`src/rtl/lfsr_pkg.sv`:
```
// Shared definitions for the LFSR sequence generator: FSM state encoding,
// feedback mode constants and default maximal-length tap masks per width.
// No logic; imported by lfsr_step and lfsr_seq_gen.
package lfsr_pkg;

  typedef enum logic [1:0] {
    ST_IDLE = 2'd0,
    ST_RUN  = 2'd1,
    ST_DONE = 2'd2
  } state_t;

  localparam logic MODE_FIB = 1'b0;
  localparam logic MODE_GAL = 1'b1;

  localparam logic [7:0]  TAPS_W8  = 8'hB8;
  localparam logic [15:0] TAPS_W16 = 16'hB400;
  localparam logic [31:0] TAPS_W32 = 32'h80200003;

  // Known-good tap masks for common widths; other widths fall back to the
  // 8-bit mask and should override TAPS explicitly.
  function automatic logic [31:0] default_taps(input int width);
    case (width)
      16:      return {16'h0000, TAPS_W16};
      32:      return TAPS_W32;
      default: return {24'h000000, TAPS_W8};
    endcase
  endfunction

endpackage

```
`src/rtl/lfsr_step.sv`:
```
// One LFSR advance, Fibonacci or Galois form.
// Latency: purely combinational. Backpressure: none (caller decides when to load).
// Ports: state (current LFSR value), mode (0=Fibonacci, 1=Galois), next (advanced value).
module lfsr_step #(
  parameter int               WIDTH = 8,
  parameter logic [WIDTH-1:0] TAPS  = WIDTH'(lfsr_pkg::default_taps(WIDTH))
) (
  input  logic [WIDTH-1:0] state,
  input  logic             mode,
  output logic [WIDTH-1:0] next
);
  import lfsr_pkg::*;

  logic             fib_fb;
  logic [WIDTH-1:0] fib_next;
  logic [WIDTH-1:0] gal_next;

  always_comb begin
    // Fibonacci: parity of the tapped bits shifts in at the LSB.
    fib_fb   = ^(state & TAPS);
    fib_next = {state[WIDTH-2:0], fib_fb};
    // Galois: shift right, and the bit falling out of the LSB toggles every tap.
    gal_next = (state >> 1) ^ (state[0] ? TAPS : '0);
    next     = (mode == MODE_GAL) ? gal_next : fib_next;
  end

endmodule

```
`src/rtl/lfsr_seq_gen.sv`:
```
// Seeded LFSR generator emitting seq_num values over a valid/ready output.
// Latency: start sampled at an edge -> first value (the seed) valid right after it.
// Backpressure: num and the remaining count hold while num_valid && !num_ready.
// Ports:
//   clk, rst             clock, synchronous active-high reset
//   start, mode          start request (IDLE only), 0=Fibonacci / 1=Galois
//   sw_in, seq_num       seed and value count, captured with start
//   num, num_valid       current value and its valid flag
//   num_ready            consumer accept
//   busy, done           high while running, one-cycle completion pulse
module lfsr_seq_gen #(
  parameter int               WIDTH    = 8,
  parameter int               CNT_W    = 8,
  parameter logic [WIDTH-1:0] TAPS     = WIDTH'(lfsr_pkg::default_taps(WIDTH)),
  parameter logic [WIDTH-1:0] ZERO_SUB = WIDTH'(1)
) (
  input  logic             clk,
  input  logic             rst,
  input  logic             start,
  input  logic             mode,
  input  logic [WIDTH-1:0] sw_in,
  input  logic [CNT_W-1:0] seq_num,
  output logic [WIDTH-1:0] num,
  output logic             num_valid,
  input  logic             num_ready,
  output logic             busy,
  output logic             done
);
  import lfsr_pkg::*;

  state_t           state_q, state_d;
  logic [WIDTH-1:0] lfsr_q, lfsr_d;
  logic [WIDTH-1:0] lfsr_adv;
  logic [WIDTH-1:0] seed_eff;
  logic [CNT_W-1:0] remain_q, remain_d;
  logic             mode_q, mode_d;
  logic             beat;

  lfsr_step #(
    .WIDTH (WIDTH),
    .TAPS  (TAPS)
  ) u_step (
    .state (lfsr_q),
    .mode  (mode_q),
    .next  (lfsr_adv)
  );

  // An all-zero LFSR is a fixed point, so a zero seed is replaced.
  assign seed_eff = (sw_in == '0) ? ZERO_SUB : sw_in;
  assign beat     = (state_q == ST_RUN) && num_ready;

  always_comb begin
    state_d  = state_q;
    lfsr_d   = lfsr_q;
    remain_d = remain_q;
    mode_d   = mode_q;
    case (state_q)
      ST_IDLE: begin
        if (start) begin
          lfsr_d   = seed_eff;
          remain_d = seq_num;
          mode_d   = mode;
          // A zero-length request still reports completion, without beats.
          state_d  = (seq_num == '0) ? ST_DONE : ST_RUN;
        end
      end
      ST_RUN: begin
        if (beat) begin
          lfsr_d   = lfsr_adv;
          remain_d = remain_q - CNT_W'(1);
          if (remain_q == CNT_W'(1)) begin
            state_d = ST_DONE;
          end
        end
      end
      ST_DONE: begin
        state_d = ST_IDLE;
      end
      default: begin
        state_d = ST_IDLE;
      end
    endcase
  end

  always_ff @(posedge clk) begin
    if (rst) begin
      state_q  <= ST_IDLE;
      lfsr_q   <= '0;
      remain_q <= '0;
      mode_q   <= MODE_FIB;
    end else begin
      state_q  <= state_d;
      lfsr_q   <= lfsr_d;
      remain_q <= remain_d;
      mode_q   <= mode_d;
    end
  end

  // All outputs come straight from registers, so there is no combinational
  // path from any input to any output.
  assign num       = lfsr_q;
  assign num_valid = (state_q == ST_RUN);
  assign busy      = (state_q == ST_RUN);
  assign done      = (state_q == ST_DONE);

endmodule

```
`config.mk`:
```
export PLATFORM = sky130hd
export DESIGN_NAME = lfsr_seq_gen
export DESIGN_NICKNAME = d
export VERILOG_FILES = /design/src/rtl/lfsr_pkg.sv /design/src/rtl/lfsr_step.sv /design/src/rtl/lfsr_seq_gen.sv
export SDC_FILE = /design/constraint.sdc
export NUM_CORES = 1
export LEC_CHECK = 0
export BUFFER_PORTS_ARGS = -buffer_cell sky130_fd_sc_hd__buf_2
export CAP_MARGIN = 20
export CORE_MARGIN = 8
export CORE_UTILIZATION = 53
export DETAILED_ROUTE_END_ITERATION = 10
export GPL_TIMING_DRIVEN = 0
export HOLD_SLACK_MARGIN = 0.08
export PLACE_DENSITY = 0.85
export SLEW_MARGIN = 10
export SYNTH_ARGS = -nofsm -noshare
export SYNTH_HDL_FRONTEND = slang
export SYNTH_HIERARCHICAL = 1
export SYNTH_SLANG_ARGS = --single-unit
```
`constraint.sdc`:
```
create_clock -name clk -period 2.3 [get_ports clk]
set_clock_uncertainty 0.15 [all_clocks]
set_input_delay 0.46 -clock clk [delete_from_list [all_inputs] [get_ports clk]]
set_output_delay 0.46 -clock clk [all_outputs]
set_load 0.01 [all_outputs]
```
## Yosys cells after proc, flatten, opt, wreduce, memory -nomap -nowiden

Cells that the tools add are included.

- Bitwise operators: 1
- $add $sub $neg: 1
- Reductions and logical operators: 9
- Eq/ne operators: 6
- Muxes and demuxes: 14

Operator list:

| operator | number |
|---|---|
| $mux 8 | 7 |
| $pmux 8 s2 | 2 |
| $logic_not 8->1 | 2 |
| $eq 8x1->1 const B | 1 |
| $mux 2 | 4 |
| $reduce_xor 8->1 | 1 |
| $sub 8x1->8 const B | 1 |
| $xor 7x8->8 | 1 |
| $reduce_and 3->1 | 2 |
| $ne 2x1->1 const B | 2 |
| $pmux 2 s2 | 1 |
| $eq 2x1->1 const B | 1 |
| $eq 2x2->1 const B | 1 |
| $logic_not 2->1 | 1 |
| $ne 2x2->1 const B | 1 |
| $reduce_and 2->1 | 1 |
| $reduce_bool 2->1 | 1 |
| $logic_and 1x1->1 | 1 |

- Flip-flop bits (word level): 19
- Logic and storage cells: 35
- Input port bits: 21
- Output and inout bits: 11

## Logic depth before layout (Yosys ltp)

Gate-level depths: netlist of run 1.

- Word-level depth: 5
- Depth in mapped cells: 6
- Gate-level depth less buffers: 6

## Modules after synthesis

Netlist of run 1, hierarchy kept.

Modules (own cells, without submodules):

| module | times used | sequential area each (µm²) | cells an instance | area an instance (µm²) |
|---|---|---|---|---|
| lfsr_seq_gen | 1 | 380.4 | 136 | 1,101.1 |
| lfsr_step | 1 | 0.0 | 19 | 143.9 |

## Least setup slack after synthesis of run 1

OpenSTA, ideal clock, no wires.

- Path type: input -> register
- Start point: input port sw_in[5]
- End point: register lfsr_q[0], in the netlist num[0]
- Library setup time: 0.070 ns
- Data required time: 2.080 ns
- Path buffers: 0
- Setup slack: 0.738 ns
- Stages on the path: 4
- Arrival: 1.342 ns
- Cell sequence: or4_1 -> nor4_2 -> o311ai_1 -> a21oi_1

- Cells in the longest elaborated chain, start to end: 4

Ends and longest elaborated chain:

| what | line | RTL |
|---|---|---|
| from (decl) | lfsr_seq_gen.sv:21 | `input logic [WIDTH-1:0] sw_in,` |
| $logic_not 8->1 | lfsr_seq_gen.sv:49 | `assign seed_eff = (sw_in == '0) ? ZERO_SUB : sw_in;` |
| $mux 8 | lfsr_seq_gen.sv:49 |  |
| $mux 8 | lfsr_seq_gen.sv:59 | `if (start) begin` |
| $pmux 8 s2 | lfsr_seq_gen.sv:57 | `case (state_q)` |
| to (signal assigned) | lfsr_seq_gen.sv:93 | `lfsr_q <= lfsr_d;` |
| to (decl) | lfsr_seq_gen.sv:32 | `logic [WIDTH-1:0] lfsr_q, lfsr_d;` |

No other way between the ends. The select of a mux whose other input is x is not followed.
A chain may end at the register's enable or synchronous reset.

## Worst setup path after layout of run 1

- Start point: register state_q[1]
- End point: output port num_valid

- Cells in the longest elaborated chain, start to end: 1

Ends and longest elaborated chain:

| what | line | RTL |
|---|---|---|
| from (decl) | lfsr_seq_gen.sv:31 | `state_t state_q, state_d;` |
| from (signal assigned) | lfsr_seq_gen.sv:92 | `state_q <= state_d;` |
| $eq 2x1->1 | lfsr_seq_gen.sv:102 | `assign num_valid = (state_q == ST_RUN);` |
| to (decl) | lfsr_seq_gen.sv:24 | `output logic num_valid,` |

No other way between the ends.

==> metrics, run 1 <==
status=finished, final reports clean; maximum fanout along the worst path=11; Final Net Count=213; multi-input logic area=778 um^2; initial antenna violation count=0; crit path launch type=flip-flop; hpwl dp=2620 um; 1st-iter DRT viols=52; vias=1281; top_reg_cell synth=dfxtp_1; CP Buf/Inv Count=4; f_max=476 MHz; Synth top area share=30.6%; area post-placement=1430 um^2; number of max-cap violations=0; die height=64.5 um; die area=4160 um^2; Synth async-reset ratio=0%; Rows=17; Hold Violations, Final=0; adder-cell share of the synthesized area=2.01%; GRT overflow=0; Power Dens Cells=699 nW/um^2; Port Buffers=30; clk slew on worst S/H paths=0.11 ns; worst setup path category=reg -> out; Crit. End Element=output pin; ANT nets after route=0; I/O pin count=32; routability cong.=0.893; Distinct cells, synth=43; Cells after Synth=155; # fillers=212; critical path, cell by cell=nand2b_4 > inv_2 > buf_6 > buf_4 > buf_2; largest net degree at the start of global routing=12; post-synthesis mux area share=4.52%; mapped cell area=1240 um^2; vias in the first global route=1240; Slew Limit Fails=0; layout cell share with drive strength beyond 1=29.6%; slew margin rel.=65.4%; CP Data Arrival Time=1.49 ns; final wirelength=3430 um; area grow syn2layout=17.1%; Worst IR Drop VDD=0.571 mV; Post-CTS Hold Buffers=0; Antenna diodes=0; worst slew pin tran=0.520 ns; Seq cells post-synth=19; sequential cell area=380 um^2; RSZ-0062 raised after global routing=false; Synth Warn #=6; largest area contributor in the netlist=dfxtp_1; CP max stage cell=dfxtp_1; Synth Area in Simple Gates=28.7%; later-pin clock latency in the skew report=0.31 ns; clk buf depth=2; CTS root buf=clkbuf_4; Area contributors post-synth=dfxtp_1 (31%), nand2_1 (7.5%), a311oi_1 (4.9%), a21oi_1 (4.8%), nor2_1 (4.8%); worst hold path class=in -> reg; worst path required time=1.69 ns; XOR/XNOR share of the synthesized area=4.92%; Initial DRT Pass Iterations=4; Synth Area in Compound Gates=22.3%; Post-synth EDFFs=0; register area share after synthesis=30.6%; Final period util=91.4%; Die W=64.5 um; hold slack=0.251 ns; routed vias/inst=5.90; Post-Route Utilization=65.9%; Top Family by Delay on Critical Path=flip-flops; Initial Utilization=56.3%; # DRC=0; CP peak stage delay=0.49 ns; post-DR wirelength/cell=15.8 um; LEAKAGE=0.628 nW; global-route wire length before repair=5680 um; worst reg2reg setup slack=0.68 ns; H-tree Lvls=1; post-route setup TNS=0 ns; postcts setup bufs=0; Final setup viols=0; CTS Buf Count=3; CTS sink cnt=19; synthesized net count=178; GRT Total Usage=16.6%; Worst Setup Slack, final=0.197 ns; largest family of logic cells by synthesized area=simple AND/OR/NAND/NOR gates; PostCTS Resize Cnt=0; fin crit period=2.10 ns; pre-CTS setup slack=0.544 ns; CTS tree=yes; Core ar.=2210 um^2; cell area after layout=1460 um^2; Mean Syn Cell Area=8.03 um^2
## cell families after synthesis
family,after synthesis
AOI/OAI and AO/OA,39
DFF,19
and+or+nand+nor,68
adders and majority gates,2
xor gates and xnor gates,7
buffers and inverters,15
muxes,5
## Yosys cell counts, types with 2 or more instances
cell type and n:
a211oi_1 4, a21o_1 2, a21oi_1 12, a311oi_1 7, a31oi_1 2, and3_1 2
buf_2 3, buf_4 3, buf_6 2, clkbuf_1 2, dfxtp_1 19, ha_1 2
inv_1 4, mux2_2 5, nand2_1 25, nand2b_1 3, nand3_1 3, nor2_1 16
nor2b_1 3, nor3_1 4, nor4_1 3, o21ai_0 3, xnor2_1 6
## final timing paths
path	from	end	cells after the start
max	state_q[1]	num_valid	5
min	mode	mode_q	3
max reg2reg	remain_q[0]	remain_q[2]	6
min reg2reg	remain_q[5]	remain_q[5]	2
## report_power, final
group / internal [mW] / total [mW] / switching, mW
registers: 0.374 / 0.439 / 0.0650
clock network: 0.0650 / 0.182 / 0.117
logic: 0.189 / 0.398 / 0.209
total: 0.628 / 1.02 / 0.390
## final cells by class
class                      instances  share of cell area [%]
multi-input combinational        121                    53.4
sequential                        19                    26.1
timing repair buffer              30                    10.3
buffer                            10                    4.64
tap                               28                    2.40
clock buffer                       3                    1.55
inverter                           5                    1.29
clock inverter                     1                   0.343
## cells in the final DEF (no fill, tap or decap), types with 2 or more instances in the layout
cell type   n
nand2_1    25
mux2_2      5
clkbuf_1    2
nor3_1      4
a211oi_1    4
clkbuf_4    3
buf_4       3
nor2_1     16
a21oi_1    12
o21ai_0     3
nand2b_1    3
buf_6       2
xnor2_1     6
nor2b_1     3
buf_2      33
nor4_1      3
nand3_1     3
a31oi_1     2
ha_1        2
a311oi_1    7
dfxtp_1    19
and3_1      2
inv_1       4
a21o_1      2
## layer usage
| metal | up-vias | GRT usage (%) | share of wire [%] |
|---|---|---|---|
| met1 | 597 | 19.5 | 40 |
| met2 | 54 | 27.6 | 51 |
| met3 | 4 | 5.33 | 8.2 |
| met4 | 0 | 6.54 | 0.90 |
| met5 | - | 0 | 0 |
| li1 | 626 | - | - |
## state kept, by name, indices dropped and copies added (netlist names)
name,flops
mode_q,1
num,8
state_q,2
remain_q,8
## per-stage QoR
| step | power [mW] | instances |
|---|---|---|
| finish | 1.02 | 217 |
| global route | 1.09 | 217 |
| CTS | 1.02 | 217 |
| detailed placement | 0.841 | 213 |
| global placement | 0.823 | 213 |
| floorplan | 0.722 | 155 |
## tightest hold or removal path: cells and delay by family
kind	cells	cell delay (ns)
simple gates	1	0.05
buf+inv	1	0.10
compound gates	1	0.05
No activity file was read; power rests on OpenSTA's default activity.
==> run 2, diff against run 1 <==
--- a/config.mk
+++ b/config.mk
@@ -7,7 +7,7 @@
 export LEC_CHECK = 0
 export BUFFER_PORTS_ARGS = -buffer_cell sky130_fd_sc_hd__buf_2
 export CAP_MARGIN = 20
-export CORE_MARGIN = 8
+export CORE_MARGIN = 4
 export CORE_UTILIZATION = 53
 export DETAILED_ROUTE_END_ITERATION = 10
 export GPL_TIMING_DRIVEN = 0
==> metrics, run 2 (synthesis results as in run 1) <==
later-pin clock latency in the skew report=0.31 ns (about the same); maximum fanout along the worst path=11 (unchanged); die height=56.5 um (was 64.5 um); CTS root buf=clkbuf_4 (unchanged); GRT Total Usage=21.1% (was 16.6%); hold slack=0.251 ns (about the same); clk buf depth=2 (unchanged); worst setup path category=reg -> out (unchanged); fin crit period=2.10 ns (about the same); final wirelength=3200 um (was 3430 um); GRT overflow=0 (unchanged); CP max stage cell=dfxtp_1 (unchanged); worst slew pin tran=0.512 ns (was 0.520 ns); CTS tree=yes (unchanged); Initial Utilization=55.7% (was 56.3%); clk slew on worst S/H paths=0.11 ns (about the same); worst path required time=1.69 ns (about the same); Post-CTS Hold Buffers=0 (unchanged); Antenna diodes=0 (unchanged); layout cell share with drive strength beyond 1=29.6% (unchanged); crit path launch type=flip-flop (unchanged); die area=3190 um^2 (was 4160 um^2); # DRC=0 (unchanged); CP Buf/Inv Count=4 (unchanged); CTS Buf Count=3 (unchanged); PostCTS Resize Cnt=0 (unchanged); post-route setup TNS=0 ns (unchanged); power share of the sequential group=43.3% (was 43.1%); Rows=17 (unchanged); internal power=0.628 mW (about the same); CP Data Arrival Time=1.49 ns (about the same); vias in the first global route=1223 (was 1240); Port Buffers=30 (unchanged); Crit. End Element=output pin (unchanged); switching share of power=38.2% (was 38.3%); global-route wire length before repair=5490 um (was 5680 um); Final Net Count=213 (unchanged); status=finished, final reports clean (unchanged); Final setup viols=0 (unchanged); vias=1249 (was 1281); f_max=476 MHz (about the same); Power Dens Cells=697 nW/um^2 (was 699 nW/um^2); CP peak stage delay=0.49 ns (about the same); most common cell after layout, fill and taps aside=buf_2 (unchanged); RSZ-0062 raised after global routing=false (unchanged); Slew Limit Fails=0 (unchanged); critical path, cell by cell=nand2b_4 > inv_2 > buf_6 > buf_4 > buf_2 (unchanged); 1st-iter DRT viols=74 (was 52); postcts setup bufs=0 (unchanged); slew margin rel.=65.9% (was 65.4%); Die W=56.5 um (was 64.5 um); ANT nets after route=0 (unchanged); post-DR wirelength/cell=14.7 um (was 15.8 um); LEAKAGE=0.628 nW (unchanged); worst hold path class=in -> reg (unchanged); Final period util=91.4% (about the same); Core ar.=2230 um^2 (was 2210 um^2); hpwl dp=2420 um (was 2620 um); Net Sw Power=0.387 mW (was 0.390 mW); Comb pwr share=38.9% (was 39.1%); Top Family by Delay on Critical Path=flip-flops (unchanged); initial antenna violation count=0 (unchanged); H-tree Lvls=1 (unchanged); Initial DRT Pass Iterations=4 (unchanged); number of max-cap violations=0 (unchanged); CTS sink cnt=19 (unchanged); I/O pin count=32 (unchanged); largest net degree at the start of global routing=12 (unchanged); area grow syn2layout=17.1% (unchanged); Hold Violations, Final=0 (unchanged); clock power share=17.8% (about the same); commonest non-fill, non-tap cells in the layout=buf_2 (33), nand2_1 (25), dfxtp_1 (19) (unchanged); routed vias/inst=5.76 (was 5.90); Worst IR Drop VDD=0.555 mV (was 0.571 mV); routability cong.=0.854 (was 0.893)
[run 2: cell counts in the layout (fill, tap and decap cells not counted)]
No cell type changed its count.
[run 2: through the flow]
stage | cell area, um^2 | total power [mW] | util [%] | setup slack, ns | std cells
CTS | 1460 | 1.01 | 65.3 | 0.201 | 217
global placement | 1430 | 0.821 | 64.0 | 0.565 | 213
global route | 1460 | 1.09 | 65.3 | 0.113 | 217
finish | 1460 | 1.02 | 65.3 | 0.197 | 217
detailed placement | 1430 | 0.837 | 64.0 | 0.546 | 213
floorplan | 1240 | 0.722 | - | 0.738 | 155
[run 2: path summary, 6_finish.rpt]
check	start	to	slack (ns)	cells after the start
worst min-delay path	mode	mode_q	0.25	3
worst min register to register	remain_q[5]	remain_q[5]	0.38	2
worst max register to register	remain_q[0]	remain_q[2]	0.68	6
worst max-delay path	state_q[1]	num_valid	0.20	5
[run 2: power by group through the flow]
| stage | logic [mW] | registers, mW | clock network [mW] |
|---|---|---|---|
| floorplan | 0.281 | 0.442 | 0 |
| detailed placement | 0.391 | 0.446 | 0 |
| global route | 0.437 | 0.447 | 0.207 |
| global placement | 0.380 | 0.441 | 0 |
| finish | 0.395 | 0.440 | 0.180 |
| CTS | 0.393 | 0.438 | 0.181 |
[run 2: final cells by class]
cell class                 instances  area (um^2)
tap                               28         35.0
clock buffer                       3         22.5
multi-input combinational        121          778
sequential                        19          380
clock inverter                     1         5.00
timing repair buffer              30          150
fill                             209          776
buffer                            10         67.6
inverter                           5         18.8
[run 2: metal layers]
metal / wire, um / vias to the layer above / share of wire (%) / track usage, %
met5: 0 / - / 0 / 0
met4: 39 / 0 / 1.2 / 8.81
met3: 199 / 6 / 6.2 / 3.45
met2: 1540 / 50 / 48 / 33.0
met1: 1420 / 567 / 44 / 28.6
li1: - / 626 / - / -
[run 2: worst reg2reg max path: stages, from the launching register on]
cell	delay (ns)
dfxtp_1	0.46
inv_1	0.09
ha_1	0.24
and2b_2	0.20
mux2_2	0.25
nand2_1	0.06
a21oi_1	0.06
